### config.mk
export PLATFORM = sky130hd
export DESIGN_NAME = morse_char_tx_flat
export DESIGN_NICKNAME = d
export VERILOG_FILES = /design/src/rtl/morse_char_tx_if.sv /design/src/rtl/morse_char_tx.sv /design/src/flat_wrapper.sv
export SDC_FILE = /design/constraint.sdc
export NUM_CORES = 1
export LEC_CHECK = 0
export ABC_CLOCK_PERIOD_IN_PS = 2500
export CAP_MARGIN = 20
export CORE_MARGIN = 1.5
export CORE_UTILIZATION = 45
export CTS_BUF_LIST = sky130_fd_sc_hd__clkbuf_4 sky130_fd_sc_hd__clkbuf_8
export DETAILED_ROUTE_END_ITERATION = 10
export PLACE_DENSITY = 0.67
export SYNTH_ARGS = -nofsm -noshare
export SYNTH_HDL_FRONTEND = slang
export SYNTH_SLANG_ARGS = --single-unit
### constraint.sdc
create_clock -name CLK -period 2.5 [get_ports CLK]
set_clock_uncertainty 0.05 [all_clocks]
set_input_delay 0.375 -clock CLK [delete_from_list [all_inputs] [get_ports CLK]]
set_output_delay 0.375 -clock CLK [all_outputs]
set_load 0.01 [all_outputs]
### src/rtl/morse_char_tx_if.sv
// Character handshake and Morse output bundle between a message sequencer and morse_char_tx.
interface morse_char_tx_if #(
  parameter int MAX_SYM = 6,
  parameter int LEN_W   = 3
);
  logic               Start_Sig;
  logic [LEN_W-1:0]   Sym_Len;
  logic [MAX_SYM-1:0] Sym_Pat;
  logic               Word_End;
  logic               Busy;
  logic               Done_Sig;
  logic               Pin_Out;

  modport master (
    output Start_Sig, Sym_Len, Sym_Pat, Word_End,
    input  Busy, Done_Sig, Pin_Out
  );

  modport slave (
    input  Start_Sig, Sym_Len, Sym_Pat, Word_End,
    output Busy, Done_Sig, Pin_Out
  );
endinterface

### src/rtl/morse_char_tx.sv
// Morse character transmitter: one dot/dash pattern per handshake, timed in UNIT_CYCLES clocks.
// Optional MORSE_TONE_EN: marks become a TONE_HALF square wave for a passive buzzer.
module morse_char_tx #(
  parameter int UNIT_CYCLES = 4,
  parameter int MAX_SYM     = 6,
  parameter int LEN_W       = 3,
  parameter int TONE_HALF   = 2
) (
  input logic            CLK,
  input logic            RSTn,
  morse_char_tx_if.slave bus
);

  localparam int UW = (UNIT_CYCLES > 1) ? $clog2(UNIT_CYCLES) : 1;

  if (UNIT_CYCLES < 1 || TONE_HALF < 1 || (1 << LEN_W) <= MAX_SYM) begin : g_bad_params
    $error("morse_char_tx: invalid parameter set");
  end

  typedef enum logic [2:0] {IDLE, MARK, SPACE, GAP, DONE} state_t;

  state_t             state;
  logic [UW-1:0]      unit_cnt;
  logic [2:0]         mult_cnt;
  logic [2:0]         mult_last;
  logic [LEN_W-1:0]   len_q;
  logic [LEN_W-1:0]   sym_idx;
  logic [MAX_SYM-1:0] pat_q;
  logic               word_q;
  logic               pin_q;
  logic               busy_q;
  logic               done_q;
  logic [LEN_W-1:0]   len_clamped;
  logic               unit_end;
  logic               phase_end;

`ifdef MORSE_TONE_EN
  localparam int TW = $clog2(2 * TONE_HALF);
  logic [TW-1:0] tone_cnt;
`endif

  assign len_clamped = (bus.Sym_Len > LEN_W'(MAX_SYM)) ? LEN_W'(MAX_SYM) : bus.Sym_Len;
  assign unit_end    = (unit_cnt == UW'(UNIT_CYCLES - 1));
  assign phase_end   = unit_end && (mult_cnt == mult_last);

  // Phase length in units minus one; pat_q[0] is always the symbol being sent.
  // NOTE: every always_comb output gets a default first so no latch is inferred.
  always_comb begin
    mult_last = 3'd0;
    case (state)
      MARK:    mult_last = pat_q[0] ? 3'd2 : 3'd0;
      GAP:     mult_last = word_q ? 3'd6 : 3'd2;
      default: mult_last = 3'd0;
    endcase
  end

  // NOTE: sequential state uses non-blocking assignments only; the async reset
  // also aborts a character in flight without emitting a Done pulse.
  always_ff @(posedge CLK or negedge RSTn) begin
    if (!RSTn) begin
      state    <= IDLE;
      unit_cnt <= '0;
      mult_cnt <= '0;
      len_q    <= '0;
      sym_idx  <= '0;
      pat_q    <= '0;
      word_q   <= 1'b0;
      pin_q    <= 1'b0;
      busy_q   <= 1'b0;
      done_q   <= 1'b0;
`ifdef MORSE_TONE_EN
      tone_cnt <= '0;
`endif
    end else begin
      if (state == MARK || state == SPACE || state == GAP) begin
        if (unit_end) begin
          unit_cnt <= '0;
          mult_cnt <= phase_end ? 3'd0 : mult_cnt + 3'd1;
        end else begin
          unit_cnt <= unit_cnt + 1'b1;
        end
      end

      case (state)
        IDLE: begin
          pin_q  <= 1'b0;
          done_q <= 1'b0;
          busy_q <= 1'b0;
          if (bus.Start_Sig) begin
            len_q   <= len_clamped;
            pat_q   <= bus.Sym_Pat;
            word_q  <= bus.Word_End;
            sym_idx <= '0;
            busy_q  <= 1'b1;
            if (len_clamped != '0) begin
              state <= MARK;
              pin_q <= 1'b1;
`ifdef MORSE_TONE_EN
              tone_cnt <= TW'(1);
`endif
            end else begin
              state <= GAP;
            end
          end
        end

        MARK: begin
          if (phase_end) begin
            pin_q <= 1'b0;
            state <= (sym_idx + LEN_W'(1) == len_q) ? GAP : SPACE;
          end else begin
`ifdef MORSE_TONE_EN
            pin_q    <= (tone_cnt < TW'(TONE_HALF));
            tone_cnt <= (tone_cnt == TW'(2 * TONE_HALF - 1)) ? '0 : tone_cnt + 1'b1;
`else
            pin_q    <= 1'b1;
`endif
          end
        end

        SPACE: begin
          pin_q <= 1'b0;
          if (phase_end) begin
            sym_idx <= sym_idx + LEN_W'(1);
            pat_q   <= pat_q >> 1;
            pin_q   <= 1'b1;
            state   <= MARK;
`ifdef MORSE_TONE_EN
            tone_cnt <= TW'(1);
`endif
          end
        end

        GAP: begin
          pin_q <= 1'b0;
          if (phase_end) begin
            done_q <= 1'b1;
            state  <= DONE;
          end
        end

        DONE: begin
          done_q <= 1'b0;
          busy_q <= 1'b0;
          state  <= IDLE;
        end

        default: state <= IDLE;
      endcase
    end
  end

  assign bus.Pin_Out  = pin_q;
  assign bus.Busy     = busy_q;
  assign bus.Done_Sig = done_q;

endmodule

### src/flat_wrapper.sv
// flat-port wrapper written by rule: the top's interface ports become plain ports
module morse_char_tx_flat 
#(
  parameter int UNIT_CYCLES = 4,
  parameter int MAX_SYM     = 6,
  parameter int LEN_W       = 3,
  parameter int TONE_HALF   = 2
)
  (CLK, RSTn, bus_Start_Sig, bus_Sym_Len, bus_Sym_Pat, bus_Word_End, bus_Busy, bus_Done_Sig, bus_Pin_Out);
  morse_char_tx_if #(.MAX_SYM(MAX_SYM), .LEN_W(LEN_W)) bus_i ();
  input logic CLK;
  input logic RSTn;
  input wire logic [$bits(bus_i.Start_Sig)-1:0] bus_Start_Sig;
  input wire logic [$bits(bus_i.Sym_Len)-1:0] bus_Sym_Len;
  input wire logic [$bits(bus_i.Sym_Pat)-1:0] bus_Sym_Pat;
  input wire logic [$bits(bus_i.Word_End)-1:0] bus_Word_End;
  output wire logic [$bits(bus_i.Busy)-1:0] bus_Busy;
  output wire logic [$bits(bus_i.Done_Sig)-1:0] bus_Done_Sig;
  output wire logic [$bits(bus_i.Pin_Out)-1:0] bus_Pin_Out;
  assign bus_i.Start_Sig = bus_Start_Sig;
  assign bus_i.Sym_Len = bus_Sym_Len;
  assign bus_i.Sym_Pat = bus_Sym_Pat;
  assign bus_i.Word_End = bus_Word_End;
  assign bus_Busy = bus_i.Busy;
  assign bus_Done_Sig = bus_i.Done_Sig;
  assign bus_Pin_Out = bus_i.Pin_Out;
  morse_char_tx #(.UNIT_CYCLES(UNIT_CYCLES), .MAX_SYM(MAX_SYM), .LEN_W(LEN_W), .TONE_HALF(TONE_HALF)) u_core (.CLK(CLK), .RSTn(RSTn), .bus(bus_i));
endmodule
==> key figures <==
Run status
  • Status: finished clean

Clock tree
  • Hold buffers post-CTS: 0
  • Clock root cell: clkbuf_4
  • PostCTS Resize Cnt: 0
  • Clock sinks: 24
  • Clock Tree Buf Depth: 2
  • CTS tree: built
  • Total setup buffers inserted after CTS: 0
  • CTS clk-pin slew, worst paths: ~0.12 ns
  • Worst-Skew Late Latency: between 0.3 and 0.4 ns
  • CTS Buf Count: 3
  • Htree depth: 1

Timing
  • FMAX: 0.468 GHz
  • Worst Tran Pin Value: approximately 0.65 ns
  • Worst setup margin: between 0.3 and 0.4 ns
  • Final Setup Violations: 0
  • Setup TNS: 0 ns
  • RSZ-0062 raised after global routing: no
  • Max-slew violations: 0
  • Slew margin rel.: roughly 57%
  • Final Hold Fails: 0
  • Final min period: roughly 2.1 ns
  • Tcrit/Tclk final: roughly 85%

Floorplan
  • Die area: 3070 um^2
  • Row count: 18
  • Initial Utilization: between 40% and 50%
  • Number of top-level pins: 16
  • Die Height: 55.4 um
  • Die width: roughly 55 um
  • Core Area: 2540 um^2

Place
  • I/O Buffers: 15
  • Placer Congestion: about 0.86
  • Placed Area: roughly 1400 um^2
  • Dpl cells: approximately 170
  • HPWL Detailed: 1750 um
  • Placement Setup Slack: ~0.39 ns

Logic synthesis
  • Commonest cells in the netlist: 24 x dfrtp_1, 20 x nand2_1, 10 x nor2_1, 8 x a21oi_1
  • Post-synth EDFFs: 0
  • Synthesized cell area: between 1000 and 1500 um^2
  • Synth top area share: between 40% and 50%
  • Cell variety after synth: 42
  • Top FF cell, synth: dfrtp_1
  • Syn Nets: 144
  • Instance count of the mapped netlist: between 100 and 150
  • Synth area leaders: dfrtp_1 49%, nand2_1 6.1%, a21oi_1 3.2%, ha_1 3.0%, nor2_1 3.0%
  • Avg Cell Area, Syn: 9.67 um^2
  • Top-count cell post-synth: dfrtp_1
  • Sequential fraction of the synthesis area: 48.5%
  • Async SR Flop Fraction: 100%
  • Area leader, netlist: dfrtp_1
  • Synthesis warning total: 0
  • Flops & latches, synth: 24

Layout
  • Layout cells sized above 1: under 10%
  • Diode count: 0
  • Final non-filler cell total: 172
  • Fill count: between 200 and 250
  • Core Util, Final: between 50% and 60%
  • Layout Nets: 160
  • Final Cell Area: between 1000 and 1500 um^2
  • Area Overhead vs Synth: 15.3%

Drt
  • Final ANT Viol Nets: 0
  • Initial DRC count: 22
  • Via count: 999
  • Drt drc: 0
  • Wirelength per Cell: 14.4 um
  • Routed WL: about 2500 um
  • DRT Pass-1 Iters: 6
  • Vias per cell: around 5.8

Worst setup path
  • Worst Setup End Kind: flop
  • CP max FO: 15
  • R2r setup slk: 0.36 ns
  • Crit path from: u_core.state[2]
  • Critical Path Slowest Stage Cell: dfrtp_1
  • CP peak stage delay: approximately 0.54 ns
  • Worst path arrival time: ~2.3 ns
  • Critical path required time: around 2.7 ns
  • Reg2reg start: u_core.state[2]
  • Crit Path Class: flop to flop
  • Cell chain of the critical path: nand4b_1, xor2_1, o2111ai_2, a311o_1
  • R2R depth: 4
  • CP startpoint kind: flop

Hold path
  • Hold Path Class: primary input to asynchronous set/reset pin

Global routing
  • Largest net degree at the start of global routing: 25
  • GRT Util Overall: between 10% and 20%
  • Vias in the first global route: 966
  • Gr ovfl total: 0
  • First-pass GRT wire length: approximately 4200 um
  • Initial antenna violation count: 0

Power
  • Leak: between 0.6 and 0.7 nW
  • Maximum vdd drop: around 350 uV
  • Pwr dens: 412 nW/um^2

Flow run
  • Max Cap Viol: 0
[final cells by class]
class	count	area [um^2]	area share, %
multi-input combinational	94	582	40.8
tap	30	37.5	2.63
sequential	24	601	42.1
clock buffer	3	22.5	1.58
timing repair buffer	18	173	12.1
inverter	3	11.3	0.789
[routing by layer]
| metal | up-vias | global-route usage, % | wire (um) |
|---|---|---|---|
| met2 | 36 | 28.1 | 1190 |
| met5 | - | 0 | 0 |
| met4 | 0 | 10.5 | 58 |
| met3 | 7 | 3.75 | 122 |
| met1 | 475 | 20.2 | 1110 |
| li1 | 481 | - | - |
[report_power, final]
part | switching (mW) | internal [mW] | leakage [nW]
sequential | 0 | 0.388 | 0.310
clock | 0.113 | 0.0565 | 0.0138
combinational | 0.0124 | 0.0179 | 0.343
[cells by family after synthesis]
group | Yosys count | synth area share [%]
buffers and inverters | 10 | 4.45
AOI/OAI and AO/OA | 31 | 16.9
DFF | 24 | 48.5
xor gates and xnor gates | 5 | 3.54
muxes | 4 | 3.84
and+or+nand+nor | 51 | 19.7
adders and majority gates | 3 | 3.03
[worst max-delay path, delay by kind of cell, from the launching register on]
family,cells,cell delay [ns]
AOI/OAI and AO/OA,2,0.89
xor gates and xnor gates,1,0.29
DFF,1,0.54
and+or+nand+nor,1,0.26
[stage by stage]
stage | hold slack [ns] | total power [mW]
6_report | 0.349 | 0.588
5_1_grt | 0.352 | 0.614
4_1_cts | 0.345 | 0.599
3_5_place_dp | 0.426 | 0.426
3_3_place_gp | 0.429 | 0.426
2_1_floorplan | 0.0294 | 0.397
[sequential cells by signal, indices dropped and copies added, names as in the netlist]
register / cells
u_core.pat_q: 6
u_core.len_q: 3
u_core.mult_cnt: 3
u_core.state: 3
u_core.sym_idx: 3
u_core.unit_cnt: 2
u_core.bus.Busy: 1
u_core.bus.Done_Sig: 1
u_core.bus.Pin_Out: 1
u_core.word_q: 1
[layout by cell type (no fill, tap or decap), drive strengths merged]
cell / instances
mux2: 3
a2111oi: 1
inv: 3
or4: 1
nor3: 5
xor2: 2
o211a: 1
or3: 1
o31ai: 1
o21bai: 1
a31oi: 1
o21a: 1
clkdlybuf4s50: 15
clkbuf: 3
mux2i: 1
nand3: 4
or2: 2
a21oi: 9
nand4b: 1
nor2b: 2
o211ai: 1
nor2: 10
nor4b: 1
ha: 3
o21ai: 5
nand2b: 1
o22ai: 5
a311o: 1
and3: 3
buf: 3
xnor2: 3
dfrtp: 24
o2111ai: 1
nand2: 20
a21o: 2
o311ai: 1
[final timing paths]
path,end
max in group asynchronous,u_core.len_q[2]
min reg2reg,u_core.word_q
min,u_core.state[0]
max,u_core.sym_idx[2]
max reg2reg,u_core.sym_idx[2]
min in group CLK,u_core.word_q
No activity file was read; power rests on OpenSTA's default activity.
